===== src/rtl/simon_pkg.sv =====
// Shared Simon 32/64 definitions used by the key schedule and the round logic
// of simon_pipeline.
//   SIMON_N  : word width in bits
//   SIMON_M  : number of key words in the master key
//   SIMON_T  : maximum number of rounds (sizes the round index counter)
//   SIMON_Z0 : z0 constant sequence; see z0_bit() for the bit ordering
//   SIMON_C  : round constant 2^n - 4, which folds "~k ^ 3" into one XOR
//   ks_state_t : key schedule FSM states
package simon_pkg;

    localparam int SIMON_N = 16;
    localparam int SIMON_M = 4;
    localparam int SIMON_T = 32;

    // Written so the first character of the published sequence is the MSB.
    // Element j of the sequence therefore sits at bit 61-j.
    localparam logic [61:0] SIMON_Z0 =
        62'b11111010001001010110000111001101111101000100101011000011100110;

    localparam logic [SIMON_N-1:0] SIMON_C = 16'hFFFC;

    typedef enum logic [1:0] {
        KS_IDLE   = 2'd0,
        KS_EXPAND = 2'd1,
        KS_DONE   = 2'd2
    } ks_state_t;

    // Rotate a word right by r positions (0 < r < SIMON_N).
    function automatic logic [SIMON_N-1:0] ror16(input logic [SIMON_N-1:0] x,
                                                 input int unsigned r);
        return (x >> r) | (x << (SIMON_N - r));
    endfunction

    // Element j of the z0 sequence, counting from the leftmost character.
    function automatic logic z0_bit(input logic [5:0] j);
        return SIMON_Z0[6'd61 - j];
    endfunction

endpackage


===== src/rtl/simon_ks_step.sv =====
// One Simon 32/64 key expansion step, purely combinational.
// Ports:
//   k_im1  : k[i-1]
//   k_im3  : k[i-3]
//   k_im4  : k[i-4]
//   z_bit  : z0[i-4]
//   k_out  : k[i]
module simon_ks_step
    import simon_pkg::*;
(
    input  logic [15:0] k_im1,
    input  logic [15:0] k_im3,
    input  logic [15:0] k_im4,
    input  logic        z_bit,
    output logic [15:0] k_out
);

    logic [15:0] tmp_a;
    logic [15:0] tmp_b;

    always_comb begin
        tmp_a = ror16(k_im1, 3) ^ k_im3;
        tmp_b = tmp_a ^ ror16(tmp_a, 1);
        // SIMON_C ^ k equals ~k ^ 3, so the complement and the constant
        // collapse into a single XOR term.
        k_out = SIMON_C ^ k_im4 ^ tmp_b ^ {15'd0, z_bit};
    end

endmodule


===== src/rtl/simon_key_schedule.sv =====
// Iterative Simon 32/64 key expansion engine. It accepts a 64-bit master key
// over a valid/ready handshake, then writes one new round key per clock. All
// round keys are presented on a flat bus that stays stable in DONE.
// Ports:
//   clk        : clock, rising edge
//   rst        : synchronous reset, active low
//   key_in     : master key, key_in[16*j+15:16*j] = k[j], j = 0..3
//   key_valid  : master key offer
//   key_ready  : high in IDLE and DONE, low while expanding
//   round_keys : round_keys[16*i+15:16*i] = k[i]
//   keys_valid : high while all ROUNDS keys are complete and stable
module simon_key_schedule
    import simon_pkg::*;
#(
    parameter int ROUNDS = 32
) (
    input  logic                 clk,
    input  logic                 rst,
    input  logic [63:0]          key_in,
    input  logic                 key_valid,
    output logic                 key_ready,
    output logic [16*ROUNDS-1:0] round_keys,
    output logic                 keys_valid
);

    localparam int IDX_W = $clog2(SIMON_T);

    ks_state_t        state_q, state_d;
    logic [IDX_W-1:0] idx_q, idx_d;
    logic [15:0]      k_q [ROUNDS];
    logic [15:0]      k_d [ROUNDS];
    logic             keys_valid_q, keys_valid_d;
    logic             key_ready_q, key_ready_d;

    logic             accept;
    logic [15:0]      step_out;
    logic [IDX_W-1:0] idx_m1, idx_m3, idx_m4;

    // Tap indices for the step. They only matter in EXPAND, where idx >= 4,
    // so the wrap-around they show in other states is never used.
    assign idx_m1 = idx_q - IDX_W'(1);
    assign idx_m3 = idx_q - IDX_W'(3);
    assign idx_m4 = idx_q - IDX_W'(SIMON_M);

    simon_ks_step u_step (
        .k_im1 (k_q[idx_m1]),
        .k_im3 (k_q[idx_m3]),
        .k_im4 (k_q[idx_m4]),
        .z_bit (z0_bit(6'(idx_m4))),
        .k_out (step_out)
    );

    assign accept = key_valid && key_ready_q;

    always_comb begin
        state_d      = state_q;
        idx_d        = idx_q;
        k_d          = k_q;
        keys_valid_d = keys_valid_q;
        key_ready_d  = key_ready_q;

        case (state_q)
            KS_IDLE, KS_DONE: begin
                if (accept) begin
                    // Only the first SIMON_M words are loaded; the rest keep
                    // stale values until the expansion overwrites them.
                    for (int j = 0; j < SIMON_M; j++) begin
                        k_d[j] = key_in[16*j +: 16];
                    end
                    idx_d        = IDX_W'(SIMON_M);
                    state_d      = KS_EXPAND;
                    keys_valid_d = 1'b0;
                    key_ready_d  = 1'b0;
                end
            end
            KS_EXPAND: begin
                k_d[idx_q] = step_out;
                if (idx_q == IDX_W'(ROUNDS - 1)) begin
                    state_d      = KS_DONE;
                    keys_valid_d = 1'b1;
                    key_ready_d  = 1'b1;
                end else begin
                    idx_d = idx_q + IDX_W'(1);
                end
            end
            default: begin
                state_d      = KS_IDLE;
                idx_d        = '0;
                keys_valid_d = 1'b0;
                key_ready_d  = 1'b1;
            end
        endcase
    end

    always_ff @(posedge clk) begin
        if (!rst) begin
            state_q      <= KS_IDLE;
            idx_q        <= '0;
            keys_valid_q <= 1'b0;
            key_ready_q  <= 1'b1;
            for (int i = 0; i < ROUNDS; i++) begin
                k_q[i] <= '0;
            end
        end else begin
            state_q      <= state_d;
            idx_q        <= idx_d;
            keys_valid_q <= keys_valid_d;
            key_ready_q  <= key_ready_d;
            for (int i = 0; i < ROUNDS; i++) begin
                k_q[i] <= k_d[i];
            end
        end
    end

    for (genvar g = 0; g < ROUNDS; g++) begin : g_flat
        assign round_keys[16*g +: 16] = k_q[g];
    end

    assign keys_valid = keys_valid_q;
    assign key_ready  = key_ready_q;

endmodule


===== config.mk =====
export PLATFORM = sky130hd
export DESIGN_NAME = simon_key_schedule
export DESIGN_NICKNAME = d
export VERILOG_FILES = /design/src/rtl/simon_pkg.sv /design/src/rtl/simon_ks_step.sv /design/src/rtl/simon_key_schedule.sv
export SDC_FILE = /design/constraint.sdc
export NUM_CORES = 2
export LEC_CHECK = 0
export ABC_CLOCK_PERIOD_IN_PS = 4300
export CAP_MARGIN = 0
export CORE_ASPECT_RATIO = 1.75
export CORE_UTILIZATION = 48
export DETAILED_ROUTE_END_ITERATION = 7
export HOLD_SLACK_MARGIN = 0.06
export PLACE_DENSITY = 0.81
export SYNTH_ARGS = -nofsm -noshare
export SYNTH_HDL_FRONTEND = slang
export SYNTH_SLANG_ARGS = --single-unit

===== constraint.sdc =====
create_clock -name clk -period 4.3 [get_ports clk]
set_clock_uncertainty 0.05 [all_clocks]
set_input_delay 0.86 -clock clk [delete_from_list [all_inputs] [get_ports clk]]
set_output_delay 0.86 -clock clk [all_outputs]
set_load 0.05 [all_outputs]

# == After elaboration in Yosys (flattened, before gate mapping) ==
# Memories as Yosys holds them, arrays and structs flattened.
# Cells that the tools add are included.
# totals
register_bits,521
rom_bits,64
inputBits,67
out_inout_bits,514
word_cells,98
mem_count,1
# op_classes
add_sub_neg,5
order_cmp,6
eq_ne,6
n_mux,25
bitwise,11
reduce_logical,8
# mem_list
memory,words,width,rd,rd_ports_with_merged_regs,write_ports,line,text
(no name shown),64,1,1,0,0,simon_pkg.sv:36,return SIMON_Z0[6'd61 - j];
# ops
cell,count
512-bit bitwise mux,1
16-bit binary-select mux with 5-bit select,3
64-bit one-hot mux with 2 select lines,1
16-bit 2-to-1 mux,7
16-bit demux with 5-bit select,1
64-bit 2-to-1 mux,1
16-bit bitwise XOR,3
6-bit >= comparator (second input constant),4
5-bit inverter with 6-bit output,4
13-bit by 16-bit OR with 16-bit output,1
15-bit by 16-bit OR with 16-bit output,1
16-bit by 1-bit bitwise XOR with 16-bit output,1
14-bit inverter,1
5-bit 2-to-1 mux,2
5-bit one-hot mux with 2 select lines,1
6-bit by 7-bit < comparator with 1-bit output (second input constant),1
6-bit by 1-bit < comparator with 1-bit output (second input constant),1
2-bit != test (second input constant),3
2-bit AND reduction,3
6-bit by 5-bit subtractor with 6-bit output (first input constant),1
5-bit by 1-bit adder with 5-bit output (second input constant),1
5-bit equality test (second input constant),1
5-bit by 1-bit subtractor with 5-bit output (second input constant),1
5-bit by 2-bit subtractor with 5-bit output (second input constant),1
11 further kinds,16

# == Logic depth before layout (Yosys ltp) ==
# logic_depth
depth_word,13
ltp_mapped,21
depth_no_buf,11

# == By module ==
# From an unflattened synthesis, not the netlist that was laid out.
# unflattened
cells_unflattened,3402
hier_area_um2,30310.3
# by_module_without_submodules
mod,instances,cells_each,area_each_um2,seq_area_each_um2
simon_key_schedule,1,3368,29746.0,10410.0
simon_ks_step,1,34,564.3,0.0

# == Worst setup path before layout ==
# No wires, ideal clock.
# synth_timing
path_kind,reg-to-reg
startpoint,register idx_q[0]
endpoint,"register k_q, in the netlist round_keys[1]"
setup_time_ps,86
arrival_ps,4463
setup_slack_ps,-300
stages_incl_launch_ff,18
n_path_buf,9
period_less_slack_ps,4600
path_cell_list,dfxtp_1 > buf_6 > buf_6 > inv_1 > buf_2 > clkbuf_1 > ha_1 > buf_2 > buf_2 > buf_1 > buf_2 > mux4_2 > mux4_2 > a21oi_1 > xor2_1 > xnor3_1 > buf_2 > a221oi_2
# synth_via
elab_chain_cells,13
# synth_rtl
item,line,text
start: declaration,simon_key_schedule.sv:29,"logic [IDX_W-1:0] idx_q, idx_d;"
start signal: assignment,simon_key_schedule.sv:106,idx_q <= idx_d;
5-bit by 1-bit subtractor with 5-bit output,simon_key_schedule.sv:41,assign idx_m1 = idx_q - IDX_W'(1);
5-bit inverter with 6-bit output (implied by the code),simon_key_schedule.sv:46,".k_im1 (k_q[idx_m1]),"
16-bit binary-select mux with 5-bit select,simon_key_schedule.sv:46,
16-bit 2-to-1 mux (implied by the code) (2 in a row),simon_key_schedule.sv:46,
13-bit by 16-bit OR with 16-bit output,simon_pkg.sv:31,return (x >> r) | (x << (SIMON_N - r));
16-bit bitwise XOR,simon_ks_step.sv:22,"tmp_a = ror16(k_im1, 3) ^ k_im3;"
15-bit by 16-bit OR with 16-bit output,simon_pkg.sv:31,
16-bit bitwise XOR,simon_ks_step.sv:23,"tmp_b = tmp_a ^ ror16(tmp_a, 1);"
16-bit bitwise XOR,simon_ks_step.sv:26,"k_out = SIMON_C ^ k_im4 ^ tmp_b ^ {15'd0, z_bit};"
16-bit by 1-bit bitwise XOR with 16-bit output,simon_ks_step.sv:26,
512-bit bitwise mux *,simon_key_schedule.sv:77,k_d[idx_q] = step_out;
64-bit one-hot mux with 2 select lines *,simon_key_schedule.sv:62,case (state_q)
end signal: indexed assignment,simon_key_schedule.sv:110,k_q[i] <= k_d[i];
end: declaration,simon_key_schedule.sv:30,logic [15:0] k_q [ROUNDS];
# Every way passes the cells marked *; elsewhere a longest branch is shown, timed or not. The select of a mux whose other input is x is not followed.
# A chain may end at the register's enable or synchronous reset.

# == Worst setup path in the final report ==
# layout_timing
startpoint,register idx_q[0]
endpoint,"register k_q, in the netlist round_keys[5]"
# Same word-level chain as after synthesis.

==> impl_metrics.py <==
metrics = {
    "placed_design": {
        "dpl.cell_count": 4453,
        "post-dp-hpwl_microns": 108200,
        "place_congestion": 1.128,
        "placed_cell_area_sq_um": 38160,
        "numPortBuffers": 580,
    },
    "sta": {
        "min_period_ns": 4.268,
        "finalHoldViolCount": 0,
        "slew_violations": 0,
        "worst_pin_slew_ns": 1.053,
        "max_freq_mhz": 234.3,
        "tns_ns": 0,
        "period_share": 0.9926,
        "slew_headroom": 0.2983,
        "setup_violations": 0,
    },
    "clock_network": {
        "clock_sinks": 520,
        "hold_buffers": 0,
        "cts_root_buf": "clkbuf_16",
        "cts.clk_slew.worst_paths_ns": 0.07,
        "cts_tree": "yes",
        "numCtsBuffers": 47,
        "cts_max_path_buffers": 3,
        "clock_latency_ns": 0.61,
        "h-tree-depth": 2,
    },
    "finish": {
        "drive_gt1_frac": 0.1817,
        "final_nets": 3776,
        "final_cells": 4548,
        "stdcell_area_sq_um": 39910,
        "area_growth_pct": 28.11,
        "final_core_util": 0.6218,
    },
    "floorplanning": {
        "initial_core_util": 0.4854,
        "die_h_microns": 339.0,
        "die_w_microns": 194.6,
        "coreArea_sq_um": 64180,
        "die_area_sq_um": 65960,
        "num_rows": 123,
        "pin_count": 581,
    },
    "yosys": {
        "syn_inst": 3221,
        "yosysTopAreaCell": "dfxtp_1",
        "synth.top_cells.by_count": "593 x nand2_1, 520 x dfxtp_1, 382 x a21oi_1",
        "synth.most_common_cell": "nand2_1",
        "synth_simple_gate_area_share": 0.1315,
        "synth_compound_area_frac": 0.1501,
        "synth_cell_types": 60,
        "synth_seq_cells": 520,
        "synth.net_count": 3304,
        "synthArstFlopShare": 0,
        "synthAdderAreaFrac": 0.006426,
        "synthMuxAreaShare": 0.3043,
        "synth.cell_area_sq_um": 31150,
        "synth_area_per_cell_sq_um": 9.671,
        "synth_xor_area_frac": 0.02040,
        "synth_edf_count": 0,
        "synth_top_area_share": 0.3342,
        "ys_seq_area_frac": 0.3342,
        "synthFlopType": "dfxtp_1",
        "synth_top_family_by_area": "multiplexers",
        "synth_warnings": 0,
        "yosys-top-cells-area": "dfxtp_1 33%, mux4_2 27%, nand2_1 7.1%, a21oi_1 6.1%, o21ai_0 4.0%",
    },
    "flow_run": {
        "drv_cap": 0,
    },
    "worst_setup_path": {
        "arrival_ns": 4.67,
        "cp-start-kind": "flip-flop",
        "cp_num_buf_inv": 6,
        "critPathCaptureType": "flip-flop",
        "slowest_stage": "xnor3_1",
        "path_class": "reg -> reg",
        "worstPathRequired_ns": 4.70,
        "crit_chain": "inv_1 -> ha_4 -> inv_4 -> buf_4 -> nor2_1 -> buf_4 -> a32oi_1 -> a31oi_1 -> o31ai_2 -> buf_4 -> xor2_1 -> xnor3_1 -> buf_4 -> nor2_1 -> a211oi_1",
        "critPathMostFrequentCell": "buf_4",
        "cp_top_family": "buffers and inverters",
        "cp_max_fo": 18,
        "max_stage_delay_ns": 0.62,
    },
    "global_route": {
        "grt_pass1_vias": 30000,
        "grt_use_total": 0.4407,
        "grt-ovfl-total": 0,
        "antenna_found_initial": 17,
        "grt_pass1_wl_microns": 212300,
        "grt_max_degree": 192,
    },
    "pwr": {
        "max-vdd-ir-drop_uv": 341.0,
        "power.density_nw_per_um2": 361.2,
        "leakagePower_nw": 12.95,
        "total_power_mw": 14.41,
    },
    "run_status": {
        "status": "completed",
    },
    "routing": {
        "drt-pass1-iter-count": 6,
        "wl_microns": 148500,
        "antenna_left": 0,
        "via_per_inst": 7.172,
        "first_iter_violations": 5206,
        "vias": 32620,
        "wire_per_inst_microns": 32.65,
        "drcViolationCount": 0,
    },
    "min_path": {
        "min-delay-path-class": "reg -> reg",
    },
}
[final cells by class]
cell class | instances | area (sq um)
flip-flops and latches | 520 | 10420
inverters | 7 | 36.28
fillers | 5198 | 24270
repair buffers | 755 | 7467
clock buffers | 63 | 1329
diodes | 5 | 12.51
clock inverters | 24 | 307.8
multi-input cells | 2362 | 19320
well taps | 812 | 1016
[worst register-to-register path: stages (launching register included)]
cell,delay (ns)
dfxtp_4,0.41
inv_1,0.12
ha_4,0.40
inv_4,0.22
buf_4,0.38
nor2_1,0.10
buf_4,0.19
a32oi_1,0.16
a31oi_1,0.13
o31ai_2,0.44
buf_4,0.22
xor2_1,0.23
xnor3_1,0.62
buf_4,0.25
nor2_1,0.13
a211oi_1,0.07
[metrics by stage]
stage | hold WS [ns] | setup WS [ns]
2_1_floorplan | 0.6372 | -0.01911
3_3_place_gp | 0.4252 | 0.002115
3_5_place_dp | 0.4318 | -0.01571
4_1_cts | 0.4471 | 0.01178
5_1_grt | 0.4768 | -0.01930
6_report | 0.4519 | 0.03170
[sequential cells by signal (all words and copies together), names as in the netlist]
| signal | count |
|---|---|
| state_q | 2 |
| idx_q | 5 |
| key_ready | 1 |
| round_keys | 512 |
[layout by cell type, fill, tap and decap left out, drive strengths merged, types with 12 or more instances in the layout]
master / Yosys / routed
nand2: 593 / 593
clkdlybuf4s50: 0 / 579
dfxtp: 520 / 520
a21oi: 382 / 382
mux4: 375 / 375
o21ai: 247 / 247
nand3: 184 / 184
buf: 136 / 176
nor2: 145 / 145
mux2i: 100 / 100
a211oi: 86 / 86
clkbuf: 196 / 63
a221oi: 34 / 34
xnor2: 29 / 29
xor2: 19 / 19
ha: 16 / 16
nor3: 15 / 15
a31oi: 14 / 14
a32oi: 13 / 13
o22ai: 12 / 12
nand4: 12 / 12
[worst paths after layout]
path / startpoint / slack [ns] / cells after the start / end
worst max register to register: idx_q[0] / 0.03 / 15 / round_keys[5]
worst min register to register: round_keys[294] / 0.45 / 2 / round_keys[294]
worst max-delay path: idx_q[0] / 0.03 / 15 / round_keys[5]
worst min-delay path: round_keys[294] / 0.45 / 2 / round_keys[294]
[power breakdown]
part | leakage (nW) | total (mW) | switching (mW) | internal, mW
sequential | 4.20 | 5.02 | 0.132 | 4.89
clock | 0.784 | 4.63 | 2.08 | 2.56
combinational | 7.97 | 4.76 | 3.17 | 1.59
[cell families after synthesis]
group           Yosys count
simple gates            989
compound gates          823
flops                   520
mux                     478
buf+inv                 339
xor+xnor                 56
fa+ha+maj                16
[timing repair]
action,CTS,global route
buffers inserted,0,3
pin swaps,0,2
setup endpoints to repair,6,219
gates resized for setup,1,11
[layer usage]
metal	GRT usage	share of wire
met2	0.6663	0.43
met3	0.1598	0.16
met1	0.5174	0.32
met4	0.3130	0.094
met5	0	0.0010
(Power assumes the default switching activity.)
